File: config.mk
export PLATFORM = sky130hd
export DESIGN_NAME = alu_cmd_issuer
export DESIGN_NICKNAME = d
export VERILOG_FILES = /design/src/rtl/alu_pkg.sv /design/src/rtl/alu_resp_fifo.sv /design/src/rtl/alu_cmd_issuer.sv
export SDC_FILE = /design/constraint.sdc
export NUM_CORES = 1
export LEC_CHECK = 0
export ABC_CLOCK_PERIOD_IN_PS = 5400
export BUFFER_PORTS_ARGS = -buffer_cell sky130_fd_sc_hd__buf_2
export CAP_MARGIN = 15
export CORE_ASPECT_RATIO = 1.2
export CORE_MARGIN = 10
export CORE_UTILIZATION = 25
export CTS_BUF_LIST = sky130_fd_sc_hd__clkbuf_8 sky130_fd_sc_hd__clkbuf_16
export DETAILED_ROUTE_END_ITERATION = 8
export GPL_TIMING_DRIVEN = 0
export SLEW_MARGIN = 20
export SYNTH_ARGS = -nofsm -noshare
export SYNTH_HDL_FRONTEND = slang
export SYNTH_SLANG_ARGS = --single-unit
File: constraint.sdc
create_clock -name clk -period 5.4 [get_ports clk]
set_input_delay 1.08 -clock clk [delete_from_list [all_inputs] [get_ports clk]]
set_output_delay 1.08 -clock clk [all_outputs]
set_load 0.005 [all_outputs]
File: src/rtl/alu_pkg.sv
// Shared opcodes, state encoding and response entry for the compare-ALU issuer.
package alu_pkg;
    localparam int DEF_WIDTH = 32;
    localparam int DEF_TAG_W = 4;

    typedef logic [2:0] opcode_t;
    localparam opcode_t OP_GT = 3'b010;
    localparam opcode_t OP_LT = 3'b011;

    typedef enum logic [0:0] {
        IDLE = 1'b0,
        WAIT = 1'b1
    } issuer_state_e;

    typedef struct packed {
        logic [DEF_WIDTH-1:0] result;
        logic [DEF_TAG_W-1:0] tag;
        logic                 err;
    } resp_entry_t;

    function automatic logic op_unsupported(input opcode_t op);
        return (op != OP_GT) && (op != OP_LT);
    endfunction
endpackage

File: src/rtl/alu_resp_fifo.sv
// In-order response buffer; head is valid whenever count is non-zero.
module alu_resp_fifo
    import alu_pkg::*;
#(
    parameter int  DEPTH   = 2,
    parameter type entry_t = resp_entry_t,
    localparam int PTR_W   = (DEPTH > 1) ? $clog2(DEPTH) : 1,
    localparam int CNT_W   = $clog2(DEPTH + 1)
) (
    input  logic             clk,
    input  logic             rst,
    input  logic             push,
    input  entry_t           push_data,
    input  logic             pop,
    output entry_t           head,
    output logic             empty,
    output logic [CNT_W-1:0] count
);
    entry_t           mem_q [DEPTH];
    entry_t           mem_d [DEPTH];
    logic [PTR_W-1:0] wr_ptr_q, wr_ptr_d;
    logic [PTR_W-1:0] rd_ptr_q, rd_ptr_d;
    logic [CNT_W-1:0] count_q, count_d;
    logic             full;
    logic             do_push;
    logic             do_pop;

    function automatic logic [PTR_W-1:0] ptr_next(input logic [PTR_W-1:0] p);
        if (p == PTR_W'(DEPTH - 1)) begin
            return '0;
        end else begin
            return p + PTR_W'(1);
        end
    endfunction

    assign empty   = (count_q == '0);
    assign full    = (count_q == CNT_W'(DEPTH));
    assign count   = count_q;
    assign head    = mem_q[rd_ptr_q];
    assign do_push = push && !full;
    assign do_pop  = pop && !empty;

    // Next-state for storage, pointers and occupancy.
    always_comb begin
        mem_d    = mem_q;
        wr_ptr_d = wr_ptr_q;
        rd_ptr_d = rd_ptr_q;
        count_d  = count_q;
        if (do_push) begin
            mem_d[wr_ptr_q] = push_data;
            wr_ptr_d        = ptr_next(wr_ptr_q);
        end else begin
            wr_ptr_d = wr_ptr_q;
        end
        if (do_pop) begin
            rd_ptr_d = ptr_next(rd_ptr_q);
        end else begin
            rd_ptr_d = rd_ptr_q;
        end
        case ({do_push, do_pop})
            2'b10:   count_d = count_q + CNT_W'(1);
            2'b01:   count_d = count_q - CNT_W'(1);
            default: count_d = count_q;
        endcase
    end

    // Buffer registers; reset clears contents so the idle head reads as zero.
    always_ff @(posedge clk) begin
        if (rst) begin
            for (int i = 0; i < DEPTH; i++) begin
                mem_q[i] <= '0;
            end
            wr_ptr_q <= '0;
            rd_ptr_q <= '0;
            count_q  <= '0;
        end else begin
            mem_q    <= mem_d;
            wr_ptr_q <= wr_ptr_d;
            rd_ptr_q <= rd_ptr_d;
            count_q  <= count_d;
        end
    end
endmodule

File: src/rtl/alu_cmd_issuer.sv
// Issues one tagged compare at a time to the ALU, waits LATENCY cycles, and
// queues the captured result with its tag for the consumer.
module alu_cmd_issuer
    import alu_pkg::*;
#(
    parameter int WIDTH      = DEF_WIDTH,
    parameter int TAG_W      = DEF_TAG_W,
    parameter int LATENCY    = 0,
    parameter int RESP_DEPTH = 2
) (
    input  logic             clk,
    input  logic             rst,
    input  logic             req_valid,
    output logic             req_ready,
    input  logic [WIDTH-1:0] req_a,
    input  logic [WIDTH-1:0] req_b,
    input  logic [2:0]       req_op,
    input  logic [TAG_W-1:0] req_tag,
    output logic [WIDTH-1:0] alu_a,
    output logic [WIDTH-1:0] alu_b,
    output logic [2:0]       alu_opcode,
    input  logic [WIDTH-1:0] alu_result,
    output logic             resp_valid,
    input  logic             resp_ready,
    output logic [WIDTH-1:0] resp_result,
    output logic [TAG_W-1:0] resp_tag,
    output logic             resp_err,
    output logic             busy
);
    localparam int CNT_W = $clog2(RESP_DEPTH + 1);

    typedef struct packed {
        logic [WIDTH-1:0] result;
        logic [TAG_W-1:0] tag;
        logic             err;
    } entry_t;

    issuer_state_e    state_q, state_d;
    logic [2:0]       cnt_q, cnt_d;
    logic [WIDTH-1:0] alu_a_q, alu_a_d;
    logic [WIDTH-1:0] alu_b_q, alu_b_d;
    opcode_t          alu_op_q, alu_op_d;
    logic [TAG_W-1:0] tag_q, tag_d;
    logic             err_q, err_d;
    logic             req_fire;
    logic             capture;
    logic             resp_pop;
    logic             fifo_empty;
    logic [CNT_W-1:0] fifo_count;
    entry_t           push_entry;
    entry_t           head_entry;

    // Accept only with a guaranteed free slot, so a capture can never overflow.
    assign req_ready  = !rst && (state_q == IDLE) && (fifo_count < CNT_W'(RESP_DEPTH));
    assign req_fire   = req_valid && req_ready;
    assign capture    = (state_q == WAIT) && (cnt_q == 3'(LATENCY));
    assign push_entry = '{result: alu_result, tag: tag_q, err: err_q};
    assign resp_pop   = resp_valid && resp_ready;

    // FSM next-state and operand/tag holding registers.
    always_comb begin
        state_d  = state_q;
        cnt_d    = cnt_q;
        alu_a_d  = alu_a_q;
        alu_b_d  = alu_b_q;
        alu_op_d = alu_op_q;
        tag_d    = tag_q;
        err_d    = err_q;
        case (state_q)
            IDLE: begin
                if (req_fire) begin
                    alu_a_d  = req_a;
                    alu_b_d  = req_b;
                    alu_op_d = req_op;
                    tag_d    = req_tag;
                    err_d    = op_unsupported(req_op);
                    cnt_d    = 3'd0;
                    state_d  = WAIT;
                end else begin
                    state_d = IDLE;
                end
            end
            WAIT: begin
                if (capture) begin
                    cnt_d   = 3'd0;
                    state_d = IDLE;
                end else begin
                    cnt_d = cnt_q + 3'd1;
                end
            end
            default: state_d = IDLE;
        endcase
    end

    // State and ALU-facing registers.
    always_ff @(posedge clk) begin
        if (rst) begin
            state_q  <= IDLE;
            cnt_q    <= 3'd0;
            alu_a_q  <= '0;
            alu_b_q  <= '0;
            alu_op_q <= 3'b000;
            tag_q    <= '0;
            err_q    <= 1'b0;
        end else begin
            state_q  <= state_d;
            cnt_q    <= cnt_d;
            alu_a_q  <= alu_a_d;
            alu_b_q  <= alu_b_d;
            alu_op_q <= alu_op_d;
            tag_q    <= tag_d;
            err_q    <= err_d;
        end
    end

    alu_resp_fifo #(
        .DEPTH   (RESP_DEPTH),
        .entry_t (entry_t)
    ) u_resp_fifo (
        .clk       (clk),
        .rst       (rst),
        .push      (capture),
        .push_data (push_entry),
        .pop       (resp_pop),
        .head      (head_entry),
        .empty     (fifo_empty),
        .count     (fifo_count)
    );

    assign alu_a       = alu_a_q;
    assign alu_b       = alu_b_q;
    assign alu_opcode  = alu_op_q;
    assign busy        = (state_q != IDLE);
    assign resp_valid  = !fifo_empty;
    assign resp_result = head_entry.result;
    assign resp_tag    = head_entry.tag;
    assign resp_err    = head_entry.err;
endmodule

# Yosys cells after proc, flatten, opt, wreduce, memory -nomap -nowiden
# Index checks and enable logic that the tools add are counted.
[word_totals] ff_bits=154 inputBits=107 output_inout_bits=107 elab_cells=65
[op_classes] n_addsub=5 magnitude_cmp=4 eq_ne=6 n_mux=15 bitwise=3 n_reduce_logical=16
[ops] op="$mux 37" count=4
[ops] op="$bwmux 74" count=1
[ops] op="$demux 37 s1" count=1
[ops] op="$logic_and 1x1->1" count=9
[ops] op="$mux 3" count=2
[ops] op="$ne 3x2->1 const B" count=2
[ops] op="$pmux 3 s2" count=1
[ops] op="$eq 2x2->1 const B" count=2
[ops] op="$ge 2x2->1 const B" count=2
[ops] op="$mux 1" count=4
[ops] op="$not 1->2" count=2
[ops] op="$pmux 2 s2" count=1
[ops] op="$add 3x1->3 const B" count=1
[ops] op="$logic_not 1->1" count=3
[ops] op="$logic_not 3->1" count=1
[ops] op="$add 1x1->1 const B" count=2
[ops] op="$add 2x1->2 const B" count=1
[ops] op="$eq 2x1->1 const B" count=1
[ops] op="$logic_not 2->1" count=1
[ops] op="$lt 2x1->1 const B" count=1
[ops] op="$lt 2x2->1 const B" count=1
[ops] op="$ne 2x2->1 const B" count=1
[ops] op="$pmux 1 s2" count=1
[ops] op="$reduce_and 2->1" count=1
[ops] op="other kinds (3)" count=3

# Longest topological paths before layout
[depth] depth_word=6 mapped_depth=8 mapped_depth_nobuf=8

# Modules after synthesis
# A second synthesis with hierarchy kept.
[hier_totals] cells_unflattened=732 area_unflattened_um2=6487.5
[by_module_without_submodules] module="alu_resp_fifo" instances=1 cells_each=390 area_per_inst_um2=3719.8 seq_area_each_um2=1561.5
[by_module_without_submodules] module="alu_cmd_issuer" instances=1 cells_each=342 area_per_inst_um2=2767.7 seq_area_each_um2=1521.5

# Worst setup path before layout
# No wires, ideal clock.
[synth_timing] path_kind="input-to-output" from="input rst" to="output req_ready" t_arrival_ps=1955 t_required_ps=4320 path_slack_ps=2365 cell_stages=4 path_buffers=3 path_cell_list="clkbuf_1 clkbuf_1 clkbuf_1 nor3_1"
[synth_between] elab_chain_cells=3
[synth_rtl] element="start: declaration" line="alu_cmd_issuer.sv:12" text="input logic rst,"
[synth_rtl] element="$logic_not 1->1" line="alu_cmd_issuer.sv:54" text="assign req_ready = !rst && (state_q == IDLE) && (fifo_count < CNT_W'(RESP_DEPTH));"
[synth_rtl] element="$logic_and 1x1->1 (2 in series)" line="alu_cmd_issuer.sv:54"
[synth_rtl] element="end: declaration" line="alu_cmd_issuer.sv:14" text="output logic req_ready,"
# No other way between the ends.

# Worst setup path after layout
# Same ends and word-level chain as after synthesis.

==> results.ini <==
[run_status]
outcome = finished clean

[clock_network]
cts_buffers = 17
postCtsResizedCells = 0
cts_tree = yes
clk_path_buf_depth = 2
cts_hold_buffers = 0
postCtsSetupRepairBufs = 0
cts-root-buf = clkbuf_16
clock_sinks = 154
cts.htree.levels = 4
clk_latency_ps = 420
path_clk_slew_ps = 70

[logic_synthesis]
postSynthAreaPerCell_um2 = 9.25
yosysMostFrequentCell = dfxtp_1
yosys.area_share.simple = 0.216
synth_top_family_by_area = simple AND/OR/NAND/NOR gates
synth_ff_type = dfxtp_1
synth_edf_count = 0
ys_seq_area_frac = 0.488
ys_ff_latch = 154
synth_xor_area_frac = 0.00416
synth_top_area_share = 0.488
synthTopCellsByArea = dfxtp_1, mux2i_1, nand2b_1
synth_cells = 683
synth_top_area_cell = dfxtp_1
syn-num-nets = 793
async_reset_ff_frac = 0
yosysWarnings = 0
synthMuxAreaShare = 0.183
synth_common_cells = dfxtp_1, nand2_1, nand2b_1, a21oi_1, mux2i_1
synth.distinct_cells = 33
synthAdderAreaFrac = 0.00594
synth_area_um2 = 6320
synth_compound_area_frac = 0.0643

[min_path]
hold_depth = 2
min_from = alu_a[12]
hold_path.class = reg -> reg
whs_endpoint = alu_a[12]

[critical_path]
crit_path_frequent_cell = clkbuf_1
cp-start-kind = input pin
cp_top_family = buffers and inverters
critical_path.slowest_cell = clkbuf_1
cpPeakStageDelay_ps = 560
worstPathArrival_ps = 3020
path_buf_inv = 5
r2r-start = busy
reg2reg_depth = 6
rrSetupSlack_ps = 3390
cp.required_ps = 4320
path_class = in -> out
cp-end-kind = output pin
worstPathCellList = buf_2, clkbuf_1, clkbuf_1, clkbuf_1, nor3_1, buf_2
regToRegEndpoint = alu_b[3]
worst-path-max-fanout = 10

[finish]
num-nets-final = 1025
design_area_um2 = 8410
syn2layout_area_growth_pct = 33.1
finalNonFillerCells = 1254
drive_gt1_frac = 0.318

[sta]
worstMarginPinSlew_ps = 843
max_slew_margin = 0.438
fin_crit_ps = 4100
timing.fmax_ghz = 0.244
final.period_utilization = 0.759
fin_tns_setup_ps = 0
finalSetupViolCount = 0
maxSlewViolCount = 0
finalHoldViolCount = 0
fin_skew_ps = 9.33
rsz0062_at_grt = no

[placed_design]
port_buffers = 213
post-place-cells = 1221
place_hpwl_um = 14600
globalplace.congestion = 0.752
placed_cell_area_um2 = 7790

[pwr]
p_leak_nw = 3.71
ir_drop_mv = 0.205
power_density_nw_per_um2 = 362
total_power_w = 0.00305

[detailed_routing]
wire_per_inst_um = 15.6
vias = 5283
dr.pass1.iters = 4
drc = 0
routed_wl_um = 19600
vias_per_cell = 4.21
drtIter0Drc = 195
detail-route-antenna-nets = 0

[global_routing]
antenna_found_initial = 2
grt_max_degree = 17
grt_pass1_wl_um = 30700
overflow = 0
grt_usage = 0.121
grt_pass1_vias = 5575

[floorplan]
rows = 63
start_util = 0.255
fp.dieW_um = 165
ios = 214
fp.coreArea_um2 = 24800
die_h_um = 194
die-area_um2 = 32100

[run]
drv_cap = 0

==> worst max path at each step <==
| stage | startpoint | endpoint | slack (ps) | cells past startpoint |
|---|---|---|---|---|
| finish | rst | req_ready | 1300 | 6 |
| global route | rst | req_ready | 1010 | 6 |
| CTS | rst | req_ready | 1140 | 6 |
| detailed placement | rst | req_ready | 1150 | 6 |
| global placement | rst | req_ready | 1200 | 6 |
| floorplan | rst | req_ready | 2370 | 4 |
==> tightest hold or removal path: stages (launching register included) <==
cell,delay [ps]
dfxtp_1,310
nand2_1,50
a21oi_1,50
==> final cells by class <==
type	instances	area (um^2)
inverters	4	15.0
well taps	325	407
plain buffers	52	229
diodes	1	2.50
repair buffers	213	1070
fillers	2618	16400
clock buffers	21	480
multi-input cells	473	2990
flip-flops and latches	154	3080
clock inverters	11	135
==> placed cells by master (no fill, tap or decap), types with 2 or more instances in the layout <==
master and count:
nand2b_1 112, buf_6 3, inv_1 3, nor3_1 2
clkinvlp_4 4, ha_1 3, bufinv_16 2, clkbuf_16 17
dfxtp_1 154, clkbuf_8 4, inv_8 2, a21oi_1 75
mux2i_1 74, or3_1 2, o21ai_0 2, nand3_1 5
nand2_1 143, nor2_1 3, clkbuf_1 39, xnor2_1 2
mux2_2 37, buf_1 3, buf_2 219
==> kinds of logic (layout without fill, tap and decap cells) <==
group                    count (synthesis)  after routing
adder cells (fa/ha/maj)                  3              3
buffers and inverters                   56            301
other                                    0              1
AO/OA/AOI/OAI                           80             80
XOR/XNOR                                 3              3
flip-flops                             154            154
AND/OR/NAND/NOR                        276            276
multiplexers                           111            111
==> report_power, final <==
| group | switching [W] | total, W | internal, W |
|---|---|---|---|
| combinational | 0.000287 | 0.000532 | 0.000245 |
| clock | 0.000514 | 0.00125 | 0.000739 |
| sequential | 0.0000445 | 0.00126 | 0.00122 |
| total | 0.000846 | 0.00305 | 0.00220 |
==> flip-flops by register name (all words and copies together) (netlist names) <==
name	flops
alu_a	32
u_resp_fifo.wr_ptr_q	1
u_resp_fifo.mem_q	74
busy	1
u_resp_fifo.count	2
u_resp_fifo.rd_ptr_q	1
alu_opcode	3
tag_q	4
err_q	1
alu_b	32
cnt_q	3
==> layer usage <==
layer	vias to the layer above	wire, um	global-route usage	part of all wire
li1	2713	-	-	-
met1	2403	8140	0.136	0.42
met2	148	9490	0.202	0.49
met3	17	1660	0.0535	0.085
met4	2	245	0.0331	0.013
met5	-	12	0	0.00061
==> stage by stage <==
step                hold WS (ps)  setup WS, ps   util
global route                 466          1010  0.339
CTS                          453          1140  0.339
finish                       452          1300  0.339
detailed placement           444          1150  0.314
floorplan                    437          2370      -
global placement             439          1200  0.314
No activity file was read; power rests on OpenSTA's default activity.
